`src/rtl/rv_icache_multi_stage_pkg.sv`:
```
// rv_icache_multi_stage_pkg: shared sizing constants and slot state encodings
package rv_icache_multi_stage_pkg;
    localparam int NUM_WARPS   = 4;
    localparam int NW_BITS     = (NUM_WARPS > 1) ? $clog2(NUM_WARPS) : 1;
    localparam int NUM_THREADS = 4;
    localparam int UUID_BITS   = 8;
    localparam int NUM_SLOTS   = 4;
    localparam int SLOT_BITS   = $clog2(NUM_SLOTS);
    localparam int TAG_WIDTH   = UUID_BITS + SLOT_BITS;
    typedef enum logic [1:0] {
        SLOT_FREE = 2'b00,
        SLOT_WAIT = 2'b10,
        SLOT_DONE = 2'b11
    } slot_state_e;
endpackage

```
`src/rtl/rv_icache_multi_stage_index_fifo.sv`:
```
// rv_index_fifo: small FIFO of slot indices with registered count
module rv_index_fifo #(
    parameter int DEPTH = 4,
    parameter int WIDTH = 2
) (
    input  logic             clk,
    input  logic             reset,
    input  logic             push,
    input  logic             pop,
    input  logic [WIDTH-1:0] din,
    output logic [WIDTH-1:0] dout,
    output logic             empty,
    output logic             full
);
    localparam int AW = $clog2(DEPTH);
    logic [WIDTH-1:0] mem [DEPTH];
    logic [AW-1:0]    rd_ptr, wr_ptr;
    logic [AW:0]      count;
    logic             do_push, do_pop;
    assign empty   = count == '0;
    assign full    = count == (AW+1)'(DEPTH);
    assign do_push = push & ~full;
    assign do_pop  = pop & ~empty;
    assign dout    = mem[rd_ptr];
    always_ff @(posedge clk) begin
        if (!reset) begin
            rd_ptr <= '0;
            wr_ptr <= '0;
            count  <= '0;
        end else begin
            rd_ptr <= rd_ptr + AW'(do_pop);
            wr_ptr <= wr_ptr + AW'(do_push);
            count  <= count + (AW+1)'(do_push) - (AW+1)'(do_pop);
        end
    end
    always_ff @(posedge clk) begin
        if (do_push) mem[wr_ptr] <= din;
    end
endmodule

```
`src/rtl/rv_icache_multi_stage.sv`:
```
// rv_icache_multi_stage: multi-outstanding icache fetch stage with slot table and in-arrival-order delivery
module rv_icache_multi_stage #(
    parameter int CORE_ID     = 0,
    parameter int NUM_WARPS   = rv_icache_multi_stage_pkg::NUM_WARPS,
    parameter int NW_BITS     = rv_icache_multi_stage_pkg::NW_BITS,
    parameter int NUM_THREADS = rv_icache_multi_stage_pkg::NUM_THREADS,
    parameter int UUID_BITS   = rv_icache_multi_stage_pkg::UUID_BITS,
    parameter int NUM_SLOTS   = rv_icache_multi_stage_pkg::NUM_SLOTS,
    parameter int SLOT_BITS   = rv_icache_multi_stage_pkg::SLOT_BITS,
    parameter int TAG_WIDTH   = UUID_BITS + SLOT_BITS
) (
    input  logic                   clk,
    input  logic                   reset,
    input  logic                   ifetch_req_if_valid,
    input  logic [UUID_BITS-1:0]   ifetch_req_if_uuid,
    input  logic [NUM_THREADS-1:0] ifetch_req_if_tmask,
    input  logic [NW_BITS-1:0]     ifetch_req_if_wid,
    input  logic [31:0]            ifetch_req_if_PC,
    output logic                   ifetch_req_if_ready,
    output logic                   icache_req_if_valid,
    output logic [29:0]            icache_req_if_addr,
    output logic [TAG_WIDTH-1:0]   icache_req_if_tag,
    input  logic                   icache_req_if_ready,
    input  logic                   icache_rsp_if_valid,
    input  logic [31:0]            icache_rsp_if_data,
    input  logic [TAG_WIDTH-1:0]   icache_rsp_if_tag,
    output logic                   icache_rsp_if_ready,
    output logic                   ifetch_rsp_if_valid,
    output logic [UUID_BITS-1:0]   ifetch_rsp_if_uuid,
    output logic [NUM_THREADS-1:0] ifetch_rsp_if_tmask,
    output logic [NW_BITS-1:0]     ifetch_rsp_if_wid,
    output logic [31:0]            ifetch_rsp_if_PC,
    output logic [31:0]            ifetch_rsp_if_data,
    input  logic                   ifetch_rsp_if_ready,
    output logic [NUM_WARPS-1:0]   pending_warps,
    output logic                   tag_err
);
    import rv_icache_multi_stage_pkg::*;
    slot_state_e            st_q [NUM_SLOTS];
    slot_state_e            st_n [NUM_SLOTS];
    logic [31:0]            pc_q    [NUM_SLOTS];
    logic [31:0]            data_q  [NUM_SLOTS];
    logic [NUM_THREADS-1:0] tmask_q [NUM_SLOTS];
    logic [NW_BITS-1:0]     wid_q   [NUM_SLOTS];
    logic [UUID_BITS-1:0]   uuid_q  [NUM_SLOTS];
    logic                   slot_avail, req_fire, rsp_ok, pop, fifo_empty, fifo_full;
    logic [SLOT_BITS-1:0]   alloc_slot, rsp_slot, head;
    logic [NUM_WARPS-1:0]   pending_n;
    assign rsp_slot            = icache_rsp_if_tag[SLOT_BITS-1:0];
    assign icache_rsp_if_ready = reset;
    assign rsp_ok              = reset & icache_rsp_if_valid & (st_q[rsp_slot] == SLOT_WAIT);
    assign icache_req_if_valid = ifetch_req_if_valid & slot_avail;
    assign ifetch_req_if_ready = icache_req_if_ready & slot_avail;
    assign req_fire            = ifetch_req_if_valid & ifetch_req_if_ready;
    assign icache_req_if_addr  = ifetch_req_if_PC[31:2];
    assign icache_req_if_tag   = {ifetch_req_if_uuid, alloc_slot};
    assign ifetch_rsp_if_valid = reset & ~fifo_empty;
    assign pop                 = ifetch_rsp_if_valid & ifetch_rsp_if_ready;
    assign ifetch_rsp_if_uuid  = uuid_q[head];
    assign ifetch_rsp_if_tmask = tmask_q[head];
    assign ifetch_rsp_if_wid   = wid_q[head];
    assign ifetch_rsp_if_PC    = pc_q[head];
    assign ifetch_rsp_if_data  = data_q[head];
    // descending scan so the lowest-index free slot wins
    always_comb begin
        slot_avail = 1'b0;
        alloc_slot = '0;
        for (int i = NUM_SLOTS - 1; i >= 0; i--)
            if (st_q[i] == SLOT_FREE) begin
                slot_avail = 1'b1;
                alloc_slot = SLOT_BITS'(i);
            end
    end
    always_comb begin
        st_n      = st_q;
        pending_n = '0;
        if (pop) st_n[head] = SLOT_FREE;
        if (rsp_ok) st_n[rsp_slot] = SLOT_DONE;
        if (req_fire) st_n[alloc_slot] = SLOT_WAIT;
        for (int i = 0; i < NUM_SLOTS; i++)
            if (st_n[i] != SLOT_FREE)
                pending_n = pending_n | (NUM_WARPS'(1) << ((req_fire && alloc_slot == SLOT_BITS'(i)) ? ifetch_req_if_wid : wid_q[i]));
    end
    always_ff @(posedge clk) begin
        if (!reset) begin
            for (int i = 0; i < NUM_SLOTS; i++) st_q[i] <= SLOT_FREE;
            pending_warps <= '0;
            tag_err       <= 1'b0;
        end else begin
            st_q          <= st_n;
            pending_warps <= pending_n;
            tag_err       <= tag_err | (icache_rsp_if_valid & ~rsp_ok);
        end
    end
    always_ff @(posedge clk) begin
        if (req_fire) begin
            pc_q[alloc_slot]    <= ifetch_req_if_PC;
            tmask_q[alloc_slot] <= ifetch_req_if_tmask;
            wid_q[alloc_slot]   <= ifetch_req_if_wid;
            uuid_q[alloc_slot]  <= ifetch_req_if_uuid;
        end
        if (rsp_ok) data_q[rsp_slot] <= icache_rsp_if_data;
    end
    rv_index_fifo #(.DEPTH(NUM_SLOTS), .WIDTH(SLOT_BITS)) u_fifo (
        .clk   (clk),
        .reset (reset),
        .push  (rsp_ok),
        .pop   (pop),
        .din   (rsp_slot),
        .dout  (head),
        .empty (fifo_empty),
        .full  (fifo_full)
    );
endmodule
```
`config.mk`:
```
export PLATFORM = sky130hd
export DESIGN_NAME = rv_icache_multi_stage
export DESIGN_NICKNAME = d
export VERILOG_FILES = /design/src/rtl/rv_icache_multi_stage_pkg.sv /design/src/rtl/rv_icache_multi_stage_index_fifo.sv /design/src/rtl/rv_icache_multi_stage.sv
export SDC_FILE = /design/constraint.sdc
export NUM_CORES = 1
export LEC_CHECK = 0
export ABC_AREA = 1
export BUFFER_PORTS_ARGS = -buffer_cell sky130_fd_sc_hd__buf_2
export CAP_MARGIN = 30
export CORE_MARGIN = 2
export CORE_UTILIZATION = 50
export CTS_CLUSTER_SIZE = 12
export DETAILED_ROUTE_END_ITERATION = 12
export MAX_ROUTING_LAYER = met4
export PLACE_DENSITY = 0.87
export SLEW_MARGIN = 25
export SYNTH_ARGS = -nofsm -noshare
export SYNTH_HDL_FRONTEND = slang
export SYNTH_HIERARCHICAL = 1
export SYNTH_SLANG_ARGS = --single-unit
```
`constraint.sdc`:
```
create_clock -name clk -period 3.01 [get_ports clk]
set_clock_uncertainty 0.2 [all_clocks]
set_input_delay 0.602 -clock clk [delete_from_list [all_inputs] [get_ports clk]]
set_output_delay 0.602 -clock clk [all_outputs]
set_load 0.005 [all_outputs]
```
Word-level counts from Yosys, hierarchy flattened
Memory sizes are Yosys's and may differ from the RTL's. A register that Yosys moved wholly into a read port is not among the register bits.
Cells that the tools add are included.
{"block": "totals", "out_inout_bits": 127, "register_bits": 20, "mem_bits_rw": 320, "mem_count": 6, "elab_cells": 112}
{"block": "classes", "n_eq_ne": 5, "n_reduce_logical": 17, "bitwise_logic": 26, "mux": 35, "magnitude_cmp": 6, "shift": 4, "add_sub_neg": 4}
{"name": "data_q", "words": 4, "width": 32, "rd": 1, "rd_ports_with_merged_regs": 0, "wr": 1, "line": "rv_icache_multi_stage.sv:42", "source": "logic [31:0] data_q [NUM_SLOTS];"}
{"name": "pc_q", "words": 4, "width": 32, "rd": 1, "rd_ports_with_merged_regs": 0, "wr": 1, "line": "rv_icache_multi_stage.sv:41", "source": "logic [31:0] pc_q [NUM_SLOTS];"}
{"name": "uuid_q", "words": 4, "width": 8, "rd": 1, "rd_ports_with_merged_regs": 0, "wr": 1, "line": "rv_icache_multi_stage.sv:45", "source": "logic [UUID_BITS-1:0] uuid_q [NUM_SLOTS];"}
{"name": "tmask_q", "words": 4, "width": 4, "rd": 1, "rd_ports_with_merged_regs": 0, "wr": 1, "line": "rv_icache_multi_stage.sv:43", "source": "logic [NUM_THREADS-1:0] tmask_q [NUM_SLOTS];"}
{"name": "u_fifo.mem", "words": 4, "width": 2, "rd": 1, "rd_ports_with_merged_regs": 1, "wr": 1, "line": "rv_icache_multi_stage_index_fifo.sv:16", "source": "logic [WIDTH-1:0] mem [DEPTH];"}
{"name": "wid_q", "words": 4, "width": 2, "rd": 5, "rd_ports_with_merged_regs": 0, "wr": 1, "line": "rv_icache_multi_stage.sv:44", "source": "logic [NW_BITS-1:0] wid_q [NUM_SLOTS];"}
{"op": "2-bit 2-to-1 mux", "count": 14}
{"op": "8-bit 2-to-1 mux", "count": 3}
{"op": "4-bit 2-to-1 mux", "count": 4}
{"op": "4-bit bitwise OR", "count": 4}
{"op": "1-bit by 2-bit left shift with 4-bit output, first input constant", "count": 4}
{"op": "2-bit demux with 2-bit select", "count": 3}
{"op": "1-bit bitwise AND", "count": 10}
{"op": "2-bit logical NOT", "count": 5}
{"op": "1-bit 2-to-1 mux", "count": 10}
{"op": "3-bit greater-or-equal comparator, second input constant", "count": 3}
{"op": "3-bit by 1-bit < comparator with 1-bit output, second input constant", "count": 3}
{"op": "2-bit inverter with 3-bit output", "count": 3}
{"op": "8-bit bitwise AND", "count": 1}
{"op": "8-bit inverter", "count": 1}
{"op": "8-bit bitwise OR", "count": 1}
{"op": "2-bit nonzero test", "count": 4}
{"op": "1-bit logical AND", "count": 7}
{"op": "2-bit == test, second input constant", "count": 3}
{"op": "2-bit by 1-bit adder with 2-bit output", "count": 2}
{"op": "4-bit bitwise AND", "count": 1}
{"op": "2-bit binary-select mux with 2-bit select", "count": 1}
{"op": "4-bit inverter", "count": 1}
{"op": "3-bit by 1-bit adder with 3-bit output", "count": 1}
{"op": "3-bit == test, second input constant", "count": 1}
{"op": "other kinds (5)", "count": 7}

Depth between registers and ports, before layout
{"block": "logic_depth", "ltp_word": 21, "mapped_depth": 16, "mapped_depth_nobuf": 16}

Cells and area by module
The synthesis kept the hierarchy.
{"mod": "rv_icache_multi_stage", "area_each_um2": 12451.9, "cells_each": 839, "n_inst": 1}
{"mod": "rv_index_fifo", "area_each_um2": 686.9, "cells_each": 72, "n_inst": 1}

Least setup slack after synthesis
Ideal clock, no wire load.
{"block": "synth_path", "path_type": "register to register", "startpoint": "register st_q[4] (netlist name)", "endpoint": "register pending_warps[0]", "required_ns": 2.692, "period_less_slack_ns": 2.872, "slack_ns": 0.138, "stages_incl_launch_ff": 11, "setup_ns": 0.118, "arrival_time_ns": 2.554, "path_cell_list": "dfxtp_1 nor2_2 nor2_1 nand2_2 nand3_1 nor2_2 o21ai_0 nand3_1 nand2_1 nor2_1 nor2_1"}
{"block": "synth_via", "elab_chain_len": 19, "word_cells_on_any_way": 53, "classes_between": "2 x order compare; 4 x eq/ne; 4 x shift; 20 x mux; 12 x bitwise; 11 x reduce/logical"}
{"element": "start, declared", "line": "rv_icache_multi_stage.sv:39", "source": "slot_state_e st_q [NUM_SLOTS];"}
{"element": "start signal, assigned", "line": "rv_icache_multi_stage.sv:90", "source": "st_q <= st_n;"}
{"element": "2-bit logical NOT", "line": "rv_icache_multi_stage.sv:69", "source": "if (st_q[i] == SLOT_FREE) begin"}
{"element": "2-bit 2-to-1 mux (2 in series)", "line": "rv_icache_multi_stage.sv:69"}
{"element": "2-bit inverter with 3-bit output (not written as such)", "line": "rv_icache_multi_stage.sv:79", "source": "if (req_fire) st_n[alloc_slot] = SLOT_WAIT;"}
{"element": "3-bit greater-or-equal comparator (not written as such) or 3-bit by 1-bit < comparator with 1-bit output (tied branches)", "line": "rv_icache_multi_stage.sv:79"}
{"element": "1-bit logical AND (not written as such)", "line": "rv_icache_multi_stage.sv:79"}
{"element": "2-bit 2-to-1 mux (not written as such)", "line": "rv_icache_multi_stage.sv:79"}
{"element": "2-bit demux with 2-bit select", "line": "rv_icache_multi_stage.sv:79"}
{"element": "4-bit inverter (no source line)"}
{"element": "[... 2 more ...]"}
{"element": "2-bit nonzero test", "line": "rv_icache_multi_stage.sv:81", "source": "if (st_n[i] != SLOT_FREE)"}
{"element": "4-bit 2-to-1 mux", "line": "rv_icache_multi_stage.sv:81"}
{"element": "4-bit bitwise OR", "line": "rv_icache_multi_stage.sv:82", "source": "pending_n = pending_n | (NUM_WARPS'(1) << ((req_fire && alloc_slot == SLOT_BITS'(i)) ? ifetch_req_if_wid : wid ..."}
{"element": "4-bit 2-to-1 mux", "line": "rv_icache_multi_stage.sv:81"}
{"element": "4-bit bitwise OR", "line": "rv_icache_multi_stage.sv:82"}
{"element": "4-bit 2-to-1 mux", "line": "rv_icache_multi_stage.sv:81"}
{"element": "4-bit bitwise OR", "line": "rv_icache_multi_stage.sv:82"}
{"element": "4-bit 2-to-1 mux *", "line": "rv_icache_multi_stage.sv:81"}
{"element": "end signal, assigned", "line": "rv_icache_multi_stage.sv:91", "source": "pending_warps <= pending_n;"}
{"element": "end, declared", "line": "rv_icache_multi_stage.sv:35", "source": "output logic [NUM_WARPS-1:0] pending_warps,"}
Every way passes the cells marked *; elsewhere a longest branch is shown, timed or not. The select of a mux whose other input is x is not followed.
A chain may end at the register's enable or synchronous reset.

==> results.md <==
- Reg2reg start: u_fifo/rd_ptr[0]
- Number of fill cells in the layout: 1645
- Clock sink count: 340
- WHS Path Cells: 1
- Root Buffer: clkbuf_16
- Num CTS Buffers: 36
- Slew of the pin with the lowest slew margin: 591 ps
- Met2 wire length: 17000 µm
- Seq pwr share: 53.7%
- Mapped Area: 13100 µm²
- Synth warn: 6
- Initial Utilization: 50.7%
- FP Rows: 59
- Grt total ovfl: 0
- Num ports: 221
- Max clock buf depth: 3
- Dpl hpwl: 17100 µm
- CTS tree: yes
- Largest net degree at the start of global routing: 38
- Routed vias/inst: 5.66
- Switching pwr: 1940 µW
- Final ANT Viol Nets: 0
- Layout Nets: 1251
- RSZ-0062 raised after global routing: yes
- Initial antenna violation count: 2
- Top Layer Used: met4
- Vias in the first global route: 8615
- Syn_area_per_cell: 14.4 µm²
- R2R depth: 15
- Placer Congestion: 0.825
- Max FO, Critical Path: 7
- Clk_lat worst skew: 510 ps
- Max Cap Violations: 0
- Min-delay src: icache_rsp_if_data[25]
- Core area: 25900 µm²
- Slew Viols, Final: 0
- Area Overhead vs Synth: 31.2%
- Final worst-path cycle share: 104%
- Die Span Y: 166 µm
- CP Data Required Time: 2210 ps
- Relative slew slack: 60.5%
- Vias post-DR: 8528
- Hold_ws: 105 ps
- P per Cell Area: 567 nW/µm²
- Initial DRC count: 705
- VDD IR-drop max: 665 µV
- Pint: 7840 µW
- DR WL/cell: 22.0 µm
- Outcome: finished with violations
- Min Tclk post-route: 3120 ps
- Failing checks: setup timing
- Die area: 27600 µm²
- Fin. Hold Viols: 0
- Max Clk Rate: 0.321 GHz
- Hold_buf cts: 0
- DRC Markers: 0
- Routed Wire Length: 33100 µm
- Hold WC Path Type: in2reg
- Setup crit end kind: output port
- CP Data Arrival Time: 2320 ps
- Worst r2r dst: pending_warps[0]
- First-pass GRT wire length: 47700 µm
- Post-Synthesis Cells: 910
- CP Class: reg2out
- GRT Total Usage: 23.1%
- TNS Setup: -3190 ps
- Clock share of power: 42.3%
- Startpoint Class: flop
- Die Wd: 166 µm
- PortBufs: 212
- Worst setup margin: -109 ps
- R2R Setup Slk: 510 ps
- Clock transition at path regs: 60 ps
- Logic pwr share: 4.0%
- Worst Hold Endpoint: data_q[0][25]
- First drt pass iteration count: 5
- Layout cells sized above 1: 42.6%
- Setup violators final: 57
- Metal-1 WL: 13100 µm
- Syn Nets: 1007
- Switching Fraction: 19.9%
- Wire length on met3: 2340 µm
- Total leakage power: 0.00660 µW
- CTS H-Tree Depth: 2
==> cell usage in the layout, fill, tap and decap left out, types with 3 or more instances in the layout <==
master,instances
edfxtp_1,320
buf_2,203
nand2_1,160
a22oi_2,79
a22oi_1,56
clkbuf_16,48
inv_1,29
nor2_1,24
nand3_1,24
nand3_2,20
buf_6,18
dfxtp_1,18
nand2_4,16
buf_4,16
buf_12,15
inv_2,13
buf_16,13
o21ai_0,12
nand2_2,9
nor2_4,9
clkbuf_1,7
nor2_2,6
a21oi_1,6
inv_8,4
nor3_1,4
clkinv_2,3
nand4_1,3
o21ai_2,3
o21ai_4,3
==> flip-flops by register name (all words and copies together) (netlist names) <==
register / flops
u_fifo/rd_ptr: 2
u_fifo/wr_ptr: 2
u_fifo/mem: 8
wid_q: 8
tmask_q: 16
data_q: 128
pending_warps: 4
pc_q: 128
st_q: 8
u_fifo/count: 3
uuid_q: 32
tag_err: 1
==> power groups by stage <==
| stage | clock network (µW) | logic, µW | registers [µW] |
|---|---|---|---|
| final | 4140 | 387 | 5260 |
| after global routing | 4370 | 422 | 5260 |
| after CTS | 4180 | 365 | 5250 |
| after detailed placement | 0 | 341 | 5350 |
| after global placement | 0 | 327 | 5350 |
| after floorplan | 0 | 161 | 5350 |
==> cell type report <==
class | count | area, µm² | share of cell area, %
clock inverter | 8 | 105 | 0.610
sequential | 340 | 10000 | 58.1
multi-input combinational | 449 | 3190 | 18.5
tap | 335 | 419 | 2.43
timing repair buffer | 278 | 2310 | 13.4
inverter | 49 | 218 | 1.26
clock buffer | 45 | 977 | 5.67
antenna | 2 | 5.00 | 0.0290
==> critical path, stage by stage, from the launching register on <==
cell,delay (ps)
dfxtp_4,390
inv_8,100
nor2_4,40
o22ai_4,230
buf_4,170
nor2_4,40
buf_6,140
buf_16,160
a22oi_1,290
nand3_2,90
buf_2,140
==> worst max path at each step <==
stage	start	endpoint	slack (ps)
global route	u_fifo/rd_ptr[0]	ifetch_rsp_if_PC[11]	-240
global placement	u_fifo/rd_ptr[0]	ifetch_rsp_if_PC[17]	130
CTS	u_fifo/rd_ptr[0]	ifetch_rsp_if_data[30]	-70
finish	u_fifo/rd_ptr[0]	ifetch_rsp_if_data[26]	-110
detailed placement	u_fifo/rd_ptr[0]	ifetch_rsp_if_PC[26]	50
floorplan	st_q[4]	pending_warps[0]	140
==> layer usage <==
| metal | vias to the layer above | GRT usage (%) |
|---|---|---|
| li1 | 3845 | - |
| met1 | 4278 | 29.0 |
| met2 | 349 | 38.2 |
| met3 | 56 | 5.12 |
| met4 | 0 | 6.20 |
| met5 | - | - |
==> through the flow <==
step	utilization, %	area, µm²	cells	power [µW]	worst slack, ps
finish	66.5	17200	1506	9780	-109
global route	66.5	17200	1506	10000	-244
CTS	63.4	16400	1491	9790	-70.3
detailed placement	56.1	14500	1410	5690	47.0
global placement	56.1	14500	1410	5670	134
floorplan	-	13100	910	5510	138
==> what timing repair did <==
action,CTS,global route
setup endpoints to repair,78,78
pin swaps,7,18
buffers inserted,17,4
gates cloned,12,10
gates resized for setup,87,120
Power figures use the tool's default switching activity.
